$ cat src/rtl/ramdisk_ptr_ctrl_if.sv
// Slot-bus and SRAM-side signals of the RAM-disk pointer controller.
// The controller uses the slave view; the bus/SRAM environment uses the master view.
interface ramdisk_ptr_ctrl_if #(
  parameter int ADDR_W = 20
);
  logic              PHI1;
  logic              nDEVSEL;
  logic              nIOSEL;
  logic [3:0]        A;
  logic              nWE;
  logic [7:0]        Din;
  logic [7:0]        RDin;
  logic [7:0]        Dout;
  logic              DOE;
  logic              RDOE;
  logic [ADDR_W-1:0] RA;
  logic              RAMCS;
  logic              REGEN;

  modport master (
    output PHI1, nDEVSEL, nIOSEL, A, nWE, Din, RDin,
    input  Dout, DOE, RDOE, RA, RAMCS, REGEN
  );

  modport slave (
    input  PHI1, nDEVSEL, nIOSEL, A, nWE, Din, RDin,
    output Dout, DOE, RDOE, RA, RAMCS, REGEN
  );
endinterface

$ cat src/rtl/ramdisk_ptr_ctrl.sv
// RAM-disk pointer controller: NPTR auto-stepping SRAM address pointers behind the
// Apple II slot bus, with the carry/borrow rippled one byte per PHI1 state (S1..S3).
module ramdisk_ptr_ctrl #(
  parameter int ADDR_W = 20,
  parameter int NPTR   = 2
) (
  input  logic              C7M,
  input  logic              RES,
  ramdisk_ptr_ctrl_if.slave bus
);

  localparam int         HW     = ADDR_W - 16;
  localparam logic [2:0] NPTR_L = 3'(NPTR);
  localparam logic [1:0] M_HOLD = 2'b00;
  localparam logic [1:0] M_INC  = 2'b01;
  localparam logic [1:0] M_DEC  = 2'b10;
  localparam logic [1:0] M_BAD  = 2'b11;

  function automatic logic [7:0] step8(input logic [7:0] v, input logic dec);
    return dec ? v - 8'd1 : v + 8'd1;
  endfunction

  function automatic logic [HW-1:0] step_hi(input logic [HW-1:0] v, input logic dec);
    return dec ? v - HW'(1) : v + HW'(1);
  endfunction

  function automatic logic wraps8(input logic [7:0] v, input logic dec);
    return dec ? (v == 8'h00) : (v == 8'hFF);
  endfunction

  // A byte write that crosses bit 7 in the stepping direction owes the next byte a carry/borrow.
  function automatic logic carry_sched(input logic old7, input logic new7, input logic [1:0] m);
    return ((m == M_INC) && old7 && !new7) || ((m == M_DEC) && !old7 && new7);
  endfunction

  logic [2:0]              s;
  logic [2:0]              s_next;
  logic                    phi1_q;
  logic                    phi0_seen;
  logic                    rise;
  logic                    csdben;
  logic                    regen;
  logic [1:0]              psel;
  logic [3:0][1:0]         mode;
  logic [3:0][ADDR_W-1:0]  ptr;

  logic [1:0]              sidx_p0;
  logic                    sdec_p0;
  logic                    stp_lo_p0;
  logic                    c_mid_p1;
  logic                    c_hi_p2;

  logic                    access;
  logic                    ram_sel;
  logic                    at_s5;
  logic                    wr;
  logic                    wr_lo;
  logic                    wr_mid;
  logic                    wr_hi;
  logic                    wr_ctl;
  logic                    ctl_ok;
  logic                    port_s5;
  logic                    sched_mid;
  logic                    sched_hi;
  logic                    latch_step;
  logic                    do_lo;
  logic                    do_mid;
  logic                    do_hi;
  logic [ADDR_W-1:0]       cur_ptr;
  logic [1:0]              cur_mode;
  logic [ADDR_W-1:0]       stp_ptr;
  logic [7:0]              hi_rd;
  logic [7:0]              rd_mux;

  assign rise = bus.PHI1 & ~phi1_q & phi0_seen;

  always_comb begin
    s_next = s;
    if (rise)
      s_next = 3'd1;
    else if (s != 3'd0 && s != 3'd7)
      s_next = s + 3'd1;
  end

  assign cur_ptr  = ptr[psel];
  assign cur_mode = mode[psel];
  assign stp_ptr  = ptr[sidx_p0];

  assign access   = regen & ~bus.nDEVSEL;
  assign ram_sel  = access & (bus.A == 4'd3);
  assign at_s5    = (s == 3'd5);
  assign wr       = access & ~bus.nWE & at_s5;
  assign wr_lo    = wr & (bus.A == 4'd0);
  assign wr_mid   = wr & (bus.A == 4'd1);
  assign wr_hi    = wr & (bus.A == 4'd2);
  assign wr_ctl   = wr & (bus.A == 4'd4);
  // An out-of-range PSEL drops the whole control write, mode field included.
  assign ctl_ok   = ({1'b0, bus.Din[1:0]} < NPTR_L);

  assign port_s5    = ram_sel & at_s5;
  assign sched_mid  = wr_lo  & carry_sched(cur_ptr[7],  bus.Din[7], cur_mode);
  assign sched_hi   = wr_mid & carry_sched(cur_ptr[15], bus.Din[7], cur_mode);
  assign latch_step = port_s5 | sched_mid | sched_hi;

  assign do_lo  = (s == 3'd1) & stp_lo_p0;
  assign do_mid = (s == 3'd2) & c_mid_p1;
  assign do_hi  = (s == 3'd3) & c_hi_p2;

  always_ff @(posedge C7M) begin
    if (RES) begin
      s         <= 3'd0;
      phi1_q    <= 1'b0;
      phi0_seen <= 1'b0;
      csdben    <= 1'b0;
      regen     <= 1'b0;
      psel      <= 2'd0;
      mode      <= {4{M_INC}};
      ptr       <= '0;
      sidx_p0   <= 2'd0;
      sdec_p0   <= 1'b0;
      stp_lo_p0 <= 1'b0;
      c_mid_p1  <= 1'b0;
      c_hi_p2   <= 1'b0;
    end else begin
      s         <= s_next;
      phi1_q    <= bus.PHI1;
      phi0_seen <= phi0_seen | ~bus.PHI1;
      csdben    <= (s >= 3'd4);
      if (s == 3'd4 && !bus.nIOSEL)
        regen <= 1'b1;

      if (wr_ctl && ctl_ok) begin
        psel <= bus.Din[1:0];
        if (bus.Din[5:4] != M_BAD)
          mode[bus.Din[1:0]] <= bus.Din[5:4];
      end

      // S5: capture the step target; later PSEL changes do not redirect it
      if (latch_step) begin
        sidx_p0 <= psel;
        sdec_p0 <= (cur_mode == M_DEC);
      end
      if (port_s5)
        stp_lo_p0 <= (cur_mode != M_HOLD);
      else if (do_lo)
        stp_lo_p0 <= 1'b0;

      // S1: low byte step, carry into mid
      if (sched_mid)
        c_mid_p1 <= 1'b1;
      else if (do_lo)
        c_mid_p1 <= wraps8(stp_ptr[7:0], sdec_p0);
      else if (do_mid)
        c_mid_p1 <= 1'b0;

      // S2: mid byte step, carry into high; S3 consumes it
      if (sched_hi)
        c_hi_p2 <= 1'b1;
      else if (do_mid)
        c_hi_p2 <= wraps8(stp_ptr[15:8], sdec_p0);
      else if (do_hi)
        c_hi_p2 <= 1'b0;

      for (int i = 0; i < NPTR; i++) begin
        if (wr_lo && psel == 2'(i))
          ptr[i][7:0] <= bus.Din;
        else if (do_lo && sidx_p0 == 2'(i))
          ptr[i][7:0] <= step8(ptr[i][7:0], sdec_p0);

        if (wr_mid && psel == 2'(i))
          ptr[i][15:8] <= bus.Din;
        else if (do_mid && sidx_p0 == 2'(i))
          ptr[i][15:8] <= step8(ptr[i][15:8], sdec_p0);

        if (wr_hi && psel == 2'(i))
          ptr[i][ADDR_W-1:16] <= bus.Din[HW-1:0];
        else if (do_hi && sidx_p0 == 2'(i))
          ptr[i][ADDR_W-1:16] <= step_hi(ptr[i][ADDR_W-1:16], sdec_p0);
      end
    end
  end

  always_comb begin
    hi_rd         = 8'hFF;
    hi_rd[HW-1:0] = cur_ptr[ADDR_W-1:16];
    case (bus.A)
      4'd0:    rd_mux = cur_ptr[7:0];
      4'd1:    rd_mux = cur_ptr[15:8];
      4'd2:    rd_mux = hi_rd;
      4'd3:    rd_mux = bus.RDin;
      4'd4:    rd_mux = {2'b00, cur_mode, 2'b00, psel};
      default: rd_mux = 8'h00;
    endcase
  end

  assign bus.Dout  = access ? rd_mux : 8'h00;
  assign bus.DOE   = csdben & bus.nWE & access;
  // RES gates the chip select directly so the SRAM is released before the reset edge.
  assign bus.RAMCS = ram_sel & csdben & ~RES;
  assign bus.RDOE  = bus.RAMCS & ~bus.nWE;
  assign bus.RA    = cur_ptr;
  assign bus.REGEN = regen;

endmodule

$ cat src/flat_wrapper.sv
// flat-port wrapper written by rule: the top's interface ports become plain ports
module ramdisk_ptr_ctrl_flat 
#(
  parameter int ADDR_W = 20,
  parameter int NPTR   = 2
)
  (C7M, RES, bus_PHI1, bus_nDEVSEL, bus_nIOSEL, bus_A, bus_nWE, bus_Din, bus_RDin, bus_Dout, bus_DOE, bus_RDOE, bus_RA, bus_RAMCS, bus_REGEN);
  ramdisk_ptr_ctrl_if #(.ADDR_W(ADDR_W)) bus_i ();
  input  logic C7M;
  input  logic RES;
  input wire logic [$bits(bus_i.PHI1)-1:0] bus_PHI1;
  input wire logic [$bits(bus_i.nDEVSEL)-1:0] bus_nDEVSEL;
  input wire logic [$bits(bus_i.nIOSEL)-1:0] bus_nIOSEL;
  input wire logic [$bits(bus_i.A)-1:0] bus_A;
  input wire logic [$bits(bus_i.nWE)-1:0] bus_nWE;
  input wire logic [$bits(bus_i.Din)-1:0] bus_Din;
  input wire logic [$bits(bus_i.RDin)-1:0] bus_RDin;
  output wire logic [$bits(bus_i.Dout)-1:0] bus_Dout;
  output wire logic [$bits(bus_i.DOE)-1:0] bus_DOE;
  output wire logic [$bits(bus_i.RDOE)-1:0] bus_RDOE;
  output wire logic [$bits(bus_i.RA)-1:0] bus_RA;
  output wire logic [$bits(bus_i.RAMCS)-1:0] bus_RAMCS;
  output wire logic [$bits(bus_i.REGEN)-1:0] bus_REGEN;
  assign bus_i.PHI1 = bus_PHI1;
  assign bus_i.nDEVSEL = bus_nDEVSEL;
  assign bus_i.nIOSEL = bus_nIOSEL;
  assign bus_i.A = bus_A;
  assign bus_i.nWE = bus_nWE;
  assign bus_i.Din = bus_Din;
  assign bus_i.RDin = bus_RDin;
  assign bus_Dout = bus_i.Dout;
  assign bus_DOE = bus_i.DOE;
  assign bus_RDOE = bus_i.RDOE;
  assign bus_RA = bus_i.RA;
  assign bus_RAMCS = bus_i.RAMCS;
  assign bus_REGEN = bus_i.REGEN;
  ramdisk_ptr_ctrl #(.ADDR_W(ADDR_W), .NPTR(NPTR)) u_core (.C7M(C7M), .RES(RES), .bus(bus_i));
endmodule
$ cat config.mk
export PLATFORM = sky130hd
export DESIGN_NAME = ramdisk_ptr_ctrl_flat
export DESIGN_NICKNAME = d
export VERILOG_FILES = /design/src/rtl/ramdisk_ptr_ctrl_if.sv /design/src/rtl/ramdisk_ptr_ctrl.sv /design/src/flat_wrapper.sv
export SDC_FILE = /design/constraint.sdc
export NUM_CORES = 1
export LEC_CHECK = 0
export BUFFER_PORTS_ARGS = -buffer_cell sky130_fd_sc_hd__buf_2
export CORE_ASPECT_RATIO = 1.4
export CORE_MARGIN = 4
export CORE_UTILIZATION = 30
export DETAILED_ROUTE_END_ITERATION = 8
export PLACE_DENSITY_LB_ADDON = 0.05
export SLEW_MARGIN = 20
export SYNTH_ARGS = -nofsm -noshare
export SYNTH_HDL_FRONTEND = slang
export SYNTH_SLANG_ARGS = --single-unit
$ cat constraint.sdc
create_clock -name C7M -period 8.5 [get_ports C7M]
set_input_delay 0.85 -clock C7M [delete_from_list [all_inputs] [get_ports C7M]]
set_output_delay 0.85 -clock C7M [all_outputs]
set_load 0.02 [all_outputs]
==> reports/metrics.cfg, run 1 <==
[setup_path]
worst-endpoint-required_ps = 7650
path_class = primary input to primary output
timing.critical_path.to = bus_Dout[2]
worst_r2r_endpoint = u_core.ptr[14]
rr_startpoint = u_core.sdec_p0
worst_setup_path_end_kind = primary output
critical_path.startpoint = bus_A[1]
timing.reg2reg.worst_path_depth = 9
timing.critical_path.arrival_ps = 2840
timing.critical_path.fanout_max = 26
r2r_slack_ps = 5520
nature_of_the_critical_path_startpoint = primary input

[sta]
rsz0062_at_grt = no
tns_ps = 0
slew_headroom_pct = 23.38
worst_slew_pin_slew_ps = 1133
setup_viol = 0
final.period_utilization_pct = 43.36
hold_violations = 0
fin_crit_ps = 3686
finalMaxSlewViolations = 0
clock-skew-final_ps = 6.848
max_freq_mhz = 271.3

[yosys]
synth.cell_area_um2 = 4980
ys_ff_latch = 63
synth.net_count = 711
synthMostInstantiatedCell = sky130_fd_sc_hd__nor2_1
synth_top_cell_area_share_pct = 25.33
synthCells = 646
synthDistinctLibCells = 57
yosysWarnings = 0
synthFlopType = sky130_fd_sc_hd__dfxtp_1
synth.top_cells.by_count = sky130_fd_sc_hd__nor2_1 (103), sky130_fd_sc_hd__dfxtp_1 (63), sky130_fd_sc_hd__nand2_1 (48)
post_synth.cell_area_avg_um2 = 7.709
synth.largest_area_cell = sky130_fd_sc_hd__dfxtp_1
synth_edf_count = 0
synthArstFlopShare_pct = 0
netlist_top_cells_area = sky130_fd_sc_hd__dfxtp_1 (25%), sky130_fd_sc_hd__ha_1 (8.3%), sky130_fd_sc_hd__nor2_1 (7.8%)
synth_sequential_area_ratio_pct = 25.33

[floorplanning]
floorplan.core_area_um2 = 16240
io_pins = 58
placementRows = 55
starting_density_of_the_core_pct = 30.66
dieArea_um2 = 18750
chipHeight_um = 160.4
horizontal_die_dimension_um = 116.9

[placement]
port_buffers = 57
post_dp_hpwl_mm = 13.08
routability_cong = 0.7968
placed_instances = 872

[routing]
drtIter0Drc = 345
route.vias.total = 4788
route.final.wire_length_mm = 17.36
number_of_nets_still_failing_antenna_checks_after_routing = 0
drcViolationCount = 0
number_of_iterations_in_the_first_detailed_routing_pass = 5
detail_route.wl_per_cell_um = 19.55
route.detailed.vias_per_inst = 5.392

[clock_tree]
cts-buffers-inserted = 9
cts_hold_repair.buffers = 0
clockRootBuffer = sky130_fd_sc_hd__clkbuf_16
htree_num_levels = 3
path_clk_slew_ps = 60
cts_resized = 0
cts_tree = built
post_cts.repair.setup_buffers = 0
clk_path_buf_depth = 2
worstSkewPairLatency_ps = 340
numClockSinks = 63

[worst_hold_path]
holdCritPathClass = flip-flop to flip-flop

[power]
ir_drop_v = 0.00008534
leakage_nw = 2.272
power_density_normalized_to_cell_area_nw_per_um2 = 140.5

[cells_and_area]
seq_area_um2 = 1261
final_core_utilization_pct = 35.45
fin_nets = 749
num-fill-cells = 1765
area.growth.synth_to_final_pct = 15.60
antenna_cells_inserted = 0
final_layout_size_suffix_gt1_share_pct = 12.34
post_layout_nonfiller_instances = 888
multi_input_area_um2 = 3460

[status]
run_status = complete, no violations

[grt]
globalRoute.totalOverflow = 0
grt_start_max_net_pins = 67
grt_first_pass_wirelength_mm = 27.19
gr-usage-all-layers_pct = 18.80
grt_antenna_before_repair = 0
grt_pass1_vias = 4693

[job]
cap_viol_max_count = 0

-- final cells by class --
class                           instances  area share, %
Multi-Input combinational cell        518          60.10
Sequential cell                        63          21.91
Timing Repair Buffer                   61          5.477
Tap cell                              199          4.325
Clock buffer                           10          4.151
Clock inverter                          6          2.021
Inverter                               31          2.021
-- critical path, cell delays in order --
cell and delay [ps]:
sky130_fd_sc_hd__buf_2 250, sky130_fd_sc_hd__nor4b_1 1010, sky130_fd_sc_hd__o21ai_0 360, sky130_fd_sc_hd__nor2_1 170, sky130_fd_sc_hd__buf_2 180
-- stage by stage --
stage | area, µm² | hold slack, ps | total power, W | setup slack [ps]
floorplan | 4980 | 408.2 | 0.0003457 | 5398
global placement | 5401 | 420.6 | 0.0003687 | 5004
detailed placement | 5401 | 428.3 | 0.0003706 | 4858
CTS | 5757 | 444.2 | 0.0008214 | 4866
global route | 5757 | 465.4 | 0.0008404 | 4654
finish | 5757 | 440.9 | 0.0008090 | 4814
-- power by group --
| group | internal (W) | leakage (nW) | switching [W] |
|---|---|---|---|
| Combinational | 0.0000211 | 1.59 | 0.0000369 |
| Sequential | 0.000300 | 0.508 | 0.00000462 |
| Clock | 0.000297 | 0.173 | 0.000150 |
| Total | 0.000617 | 2.27 | 0.000192 |
-- metal layers --
layer  up-vias  wire (µm)  GRT usage (%)
li1       2410          -              -
met1      2258       8070          25.18
met2       103       8398          31.36
met3        17        667          2.639
met4         0        228          5.008
met5         -          0              0
-- registers in the layout, summed over array words and instances (netlist names) --
| name | count |
|---|---|
| u_core.ptr | 40 |
| u_core.mode | 8 |
| u_core.s | 3 |
| u_core.psel | 2 |
| u_core.sidx_p0 | 2 |
| u_core.bus.REGEN | 1 |
| u_core.c_hi_p2 | 1 |
| u_core.c_mid_p1 | 1 |
| u_core.csdben | 1 |
| u_core.phi0_seen | 1 |
| u_core.phi1_q | 1 |
| u_core.sdec_p0 | 1 |
| u_core.stp_lo_p0 | 1 |
-- layout by cell type (no fill, tap or decap), types with 3 or more instances in the layout --
cell type,count
sky130_fd_sc_hd__a211oi_1,26
sky130_fd_sc_hd__a21o_1,8
sky130_fd_sc_hd__a21oi_1,33
sky130_fd_sc_hd__a222oi_1,4
sky130_fd_sc_hd__a311oi_1,6
sky130_fd_sc_hd__a31oi_1,6
sky130_fd_sc_hd__and3_1,5
sky130_fd_sc_hd__buf_2,57
sky130_fd_sc_hd__buf_4,4
sky130_fd_sc_hd__bufinv_16,3
sky130_fd_sc_hd__clkbuf_16,9
sky130_fd_sc_hd__dfxtp_1,63
sky130_fd_sc_hd__fa_1,6
sky130_fd_sc_hd__ha_1,33
sky130_fd_sc_hd__inv_1,31
sky130_fd_sc_hd__mux2i_1,33
sky130_fd_sc_hd__nand2_1,48
sky130_fd_sc_hd__nand2b_1,15
sky130_fd_sc_hd__nand3_1,18
sky130_fd_sc_hd__nand3b_1,9
sky130_fd_sc_hd__nand4_1,9
sky130_fd_sc_hd__nor2_1,103
sky130_fd_sc_hd__nor2b_1,13
sky130_fd_sc_hd__nor3_1,28
sky130_fd_sc_hd__nor4_1,9
sky130_fd_sc_hd__nor4b_1,3
sky130_fd_sc_hd__o2111ai_1,3
sky130_fd_sc_hd__o21ai_0,21
sky130_fd_sc_hd__o21bai_1,8
sky130_fd_sc_hd__o311ai_0,4
sky130_fd_sc_hd__o31ai_1,3
sky130_fd_sc_hd__or2_2,3
sky130_fd_sc_hd__or3_1,3
sky130_fd_sc_hd__xnor2_1,18
sky130_fd_sc_hd__xor2_1,10
-- worst min-delay path by stage --
stage                           startpoint          endpoint  slack [ps]  depth (start not counted)
after floorplan             u_core.mode[4]    u_core.mode[4]         410                          1
after global placement      u_core.mode[4]    u_core.mode[4]         420                          1
after detailed placement    u_core.mode[4]    u_core.mode[4]         430                          1
after CTS                   u_core.mode[4]    u_core.mode[4]         440                          1
after global routing      u_core.phi0_seen  u_core.phi0_seen         470                          2
final                       u_core.mode[4]    u_core.mode[4]         440                          1
-- logic make-up (layout without fill, tap and decap cells) --
kind of cell    Yosys count  count (layout)  synth area share (%)
flops                    63              63                 25.33
buf+inv                  65             108                 5.201
compound gates          136             136                 18.42
simple gates            279             279                 27.59
fa+ha+maj                39              39                 10.70
xor+xnor                 28              28                 4.925
mux                      36              36                 7.839
Power figures use the tool's default switching activity.
==> run 2, diff against run 1 <==
- clock period: 8.5 -> 3.3 ns (I/O delays scaled with it)
==> run 2 against run 1 <==
Against the previous run: sequential power rose to 2.6 times the previous value; wire length rose by 2.7%; first-iteration DRC count rose by 23%; hold slack worse by 230 ps; largest cell class unchanged; clock skew fell by 1.4 ps; cell area about the same; critical endpoint is now bus_Dout[3]; clock-buffer cell count fell by 1; critical path depth grew 1; die area stayed put; non-clock buffer count is 7 higher.
==> reports/metrics.cfg, run 2 (synthesized netlist as in run 1, its figures left out) <==
[worst_hold_path]
terminating_pin_of_the_worst_hold_path = u_core.phi0_seen
holdCritPathClass = primary input to flip-flop
hold_path.startpoint = bus_PHI1
holdPathStages = 2  ; +1

[clock_tree]
cts_tree = built
clockRootBuffer = sky130_fd_sc_hd__clkbuf_16
cts-buffers-inserted = 9  ; unchanged
cts_resized = 0  ; unchanged
cts_hold_repair.buffers = 0  ; unchanged
htree_num_levels = 3  ; unchanged
clk_path_buf_depth = 2  ; unchanged
numClockSinks = 63  ; unchanged
post_cts.repair.setup_buffers = 0  ; unchanged
path_clk_slew_ps = 60  ; about the same
worstSkewPairLatency_ps = 330  ; about the same

[cells_and_area]
highest_count_cells_in_the_layout_ignoring_fill_and_taps = sky130_fd_sc_hd__nor2_1 (103), sky130_fd_sc_hd__dfxtp_1 (63), sky130_fd_sc_hd__buf_2 (57)
num-fill-cells = 1746  ; -1.1%
post_layout_nonfiller_instances = 895  ; +0.79%
final_layout_size_suffix_gt1_share_pct = 13.22  ; +0.88 points
fin_nets = 756  ; +0.93%
regMostFlops = u_core.ptr
reg_top3 = u_core.ptr: 40 flops, u_core.mode: 8 flops, u_core.s: 3 flops
largest_reg_flops = 40  ; unchanged
antenna_cells_inserted = 0  ; unchanged
final_common_cell = sky130_fd_sc_hd__nor2_1
area.growth.synth_to_final_pct = 15.50  ; about the same

[floorplanning]
floorplan.core_area_um2 = 16240  ; unchanged
horizontal_die_dimension_um = 116.9  ; unchanged
starting_density_of_the_core_pct = 30.66  ; unchanged
placementRows = 55  ; unchanged
chipHeight_um = 160.4  ; unchanged
dieArea_um2 = 18750  ; unchanged
io_pins = 58  ; unchanged

[sta]
tns_ps = 0  ; unchanged
clock-skew-final_ps = 5.477  ; -1.371 ps
rsz0062_at_grt = no
max_freq_mhz = 369.7
worst_slew_pin_slew_ps = 932.0  ; -201.3 ps
final.period_utilization_pct = 81.98
hold_violations = 0  ; unchanged
slew_headroom_pct = 37.39  ; +14 points
setup_viol = 0  ; unchanged
finalMaxSlewViolations = 0  ; unchanged
worst_hold_slack_ps = 207.8  ; -233.2 ps
fin_crit_ps = 2705

[placement]
routability_cong = 0.8166  ; +2.5%
port_buffers = 57  ; unchanged
post_dp_hpwl_mm = 13.60  ; +4.0%
placed_instances = 879  ; +0.80%

[power]
report.power.total_w = 0.001910  ; +140%
power.internal_w = 0.001414  ; +130%
switching_pwr_w = 0.0004964  ; +160%
power_density_normalized_to_cell_area_nw_per_um2 = 332.1  ; +140%
leakage_nw = 2.275  ; +0.15%
part_of_the_total_power_dissipated_in_the_clock_network_pct = 50.8  ; -4.4 points
power.combinational.fraction_pct = 8.2  ; +1.0 points
seqPwrFrac_pct = 41.0  ; +3.4 points
fraction_of_power_spent_switching_nets_pct = 25.99  ; +2.3 points
ir_drop_v = 0.0002172  ; +150%

[setup_path]
crit_path_cell_trace = buf_4, nor2_1, mux2_2, a222oi_1, nor2_1, buf_2
cp_slowest_stage_delay_ps = 710  ; -300 ps
r2r_slack_ps = 860  ; -4660 ps
worst_setup_path_end_kind = primary output
critical_path.most_common_cell = sky130_fd_sc_hd__nor2_1
timing.reg2reg.worst_path_depth = 6  ; -3
critical_path.slowest_cell = sky130_fd_sc_hd__dfxtp_1
rr_startpoint = u_core.psel[1]
nature_of_the_critical_path_startpoint = flip-flop
timing.critical_path.fanout_max = 23  ; -12%
worst-endpoint-required_ps = 2970  ; -4680 ps
timing.critical_path.arrival_ps = 2380  ; -460 ps
worst_r2r_endpoint = u_core.sdec_p0
path_class = flip-flop to primary output

[routing]
drcViolationCount = 0  ; unchanged
drtIter0Drc = 423  ; +23%
route.detailed.vias_per_inst = 5.560  ; +3.1%
detail_route.wl_per_cell_um = 19.93  ; +1.9%
number_of_nets_still_failing_antenna_checks_after_routing = 0  ; unchanged
number_of_iterations_in_the_first_detailed_routing_pass = 6  ; +1
route.vias.total = 4976  ; +3.9%
route.final.wire_length_mm = 17.84  ; +2.7%

[grt]
grt_antenna_before_repair = 1  ; +1
gr-usage-all-layers_pct = 19.36  ; +0.56 points
globalRoute.totalOverflow = 0  ; unchanged
grt_pass1_vias = 5030  ; +7.2%
grt_start_max_net_pins = 33  ; -51%
grt_first_pass_wirelength_mm = 28.06  ; +3.2%

[status]
run_status = complete, no violations

[job]
cap_viol_max_count = 0  ; unchanged

==> run 2: cell types whose count changed in the layout (fill, tap and decap cells not counted) <==
cell                         delta
sky130_fd_sc_hd__buf_4          +7
sky130_fd_sc_hd__bufinv_16      -2
sky130_fd_sc_hd__clkinv_2       +2
sky130_fd_sc_hd__clkinvlp_4     +2
sky130_fd_sc_hd__clkbuf_8       -1
sky130_fd_sc_hd__clkinv_4       -1
==> run 2: how the worst max path moves through the flow <==
stage	start	endpoint	slack, ps	cells after the start
detailed placement	bus_A[1]	u_core.ptr[5]	690	6
global route	u_core.psel[0]	bus_Dout[2]	420	7
finish	u_core.psel[1]	bus_Dout[3]	590	6
floorplan	u_core.sdec_p0	u_core.ptr[14]	540	8
CTS	u_core.psel[1]	bus_Dout[3]	610	6
global placement	bus_A[1]	u_core.ptr[5]	700	6
==> run 2: power groups by stage <==
stage                     logic (W)  clock network (W)  registers, W
after floorplan           0.0000930                  0      0.000797
after global placement     0.000152                  0      0.000799
after detailed placement   0.000158                  0      0.000800
after CTS                  0.000158            0.00100      0.000783
after global routing       0.000177            0.00102      0.000783
final                      0.000157           0.000971      0.000783
==> run 2: per-layer routing <==
| metal | GRT usage [%] | vias up | share of wire [%] |
|---|---|---|---|
| met1 | 25.89 | 2351 | 44 |
| met3 | 2.525 | 25 | 5.7 |
| met2 | 31.93 | 170 | 48 |
| met5 | 0 | - | 0.073 |
| li1 | - | 2428 | - |
| met4 | 6.208 | 2 | 2.4 |
==> run 2: per-stage QoR <==
| step | setup slack, ps | cell area (µm²) | util, % |
|---|---|---|---|
| floorplan | 541.0 | 4980 | - |
| global placement | 696.1 | 5454 | 33.58 |
| detailed placement | 686.9 | 5454 | 33.58 |
| CTS | 605.2 | 5752 | 35.42 |
| global route | 416.3 | 5752 | 35.42 |
| finish | 594.7 | 5752 | 35.42 |
==> run 2: layout make-up <==
type                    count  area, µm²  area share, %
multi-input cells         518       3460          60.15
clock buffers               9      225.2          3.916
well taps                 199      249.0          4.329
inverters                  31      116.4          2.023
clock inverters             7      72.57          1.262
repair buffers             68      367.9          6.395
flip-flops and latches     63       1261          21.93
==> run 2: worst max-delay path, delay by kind of cell (launching register included) <==
kind / cells / cell delay (ps)
mux: 1 / 270
simple gates: 2 / 180
compound gates: 1 / 310
buf+inv: 2 / 550
flops: 1 / 710
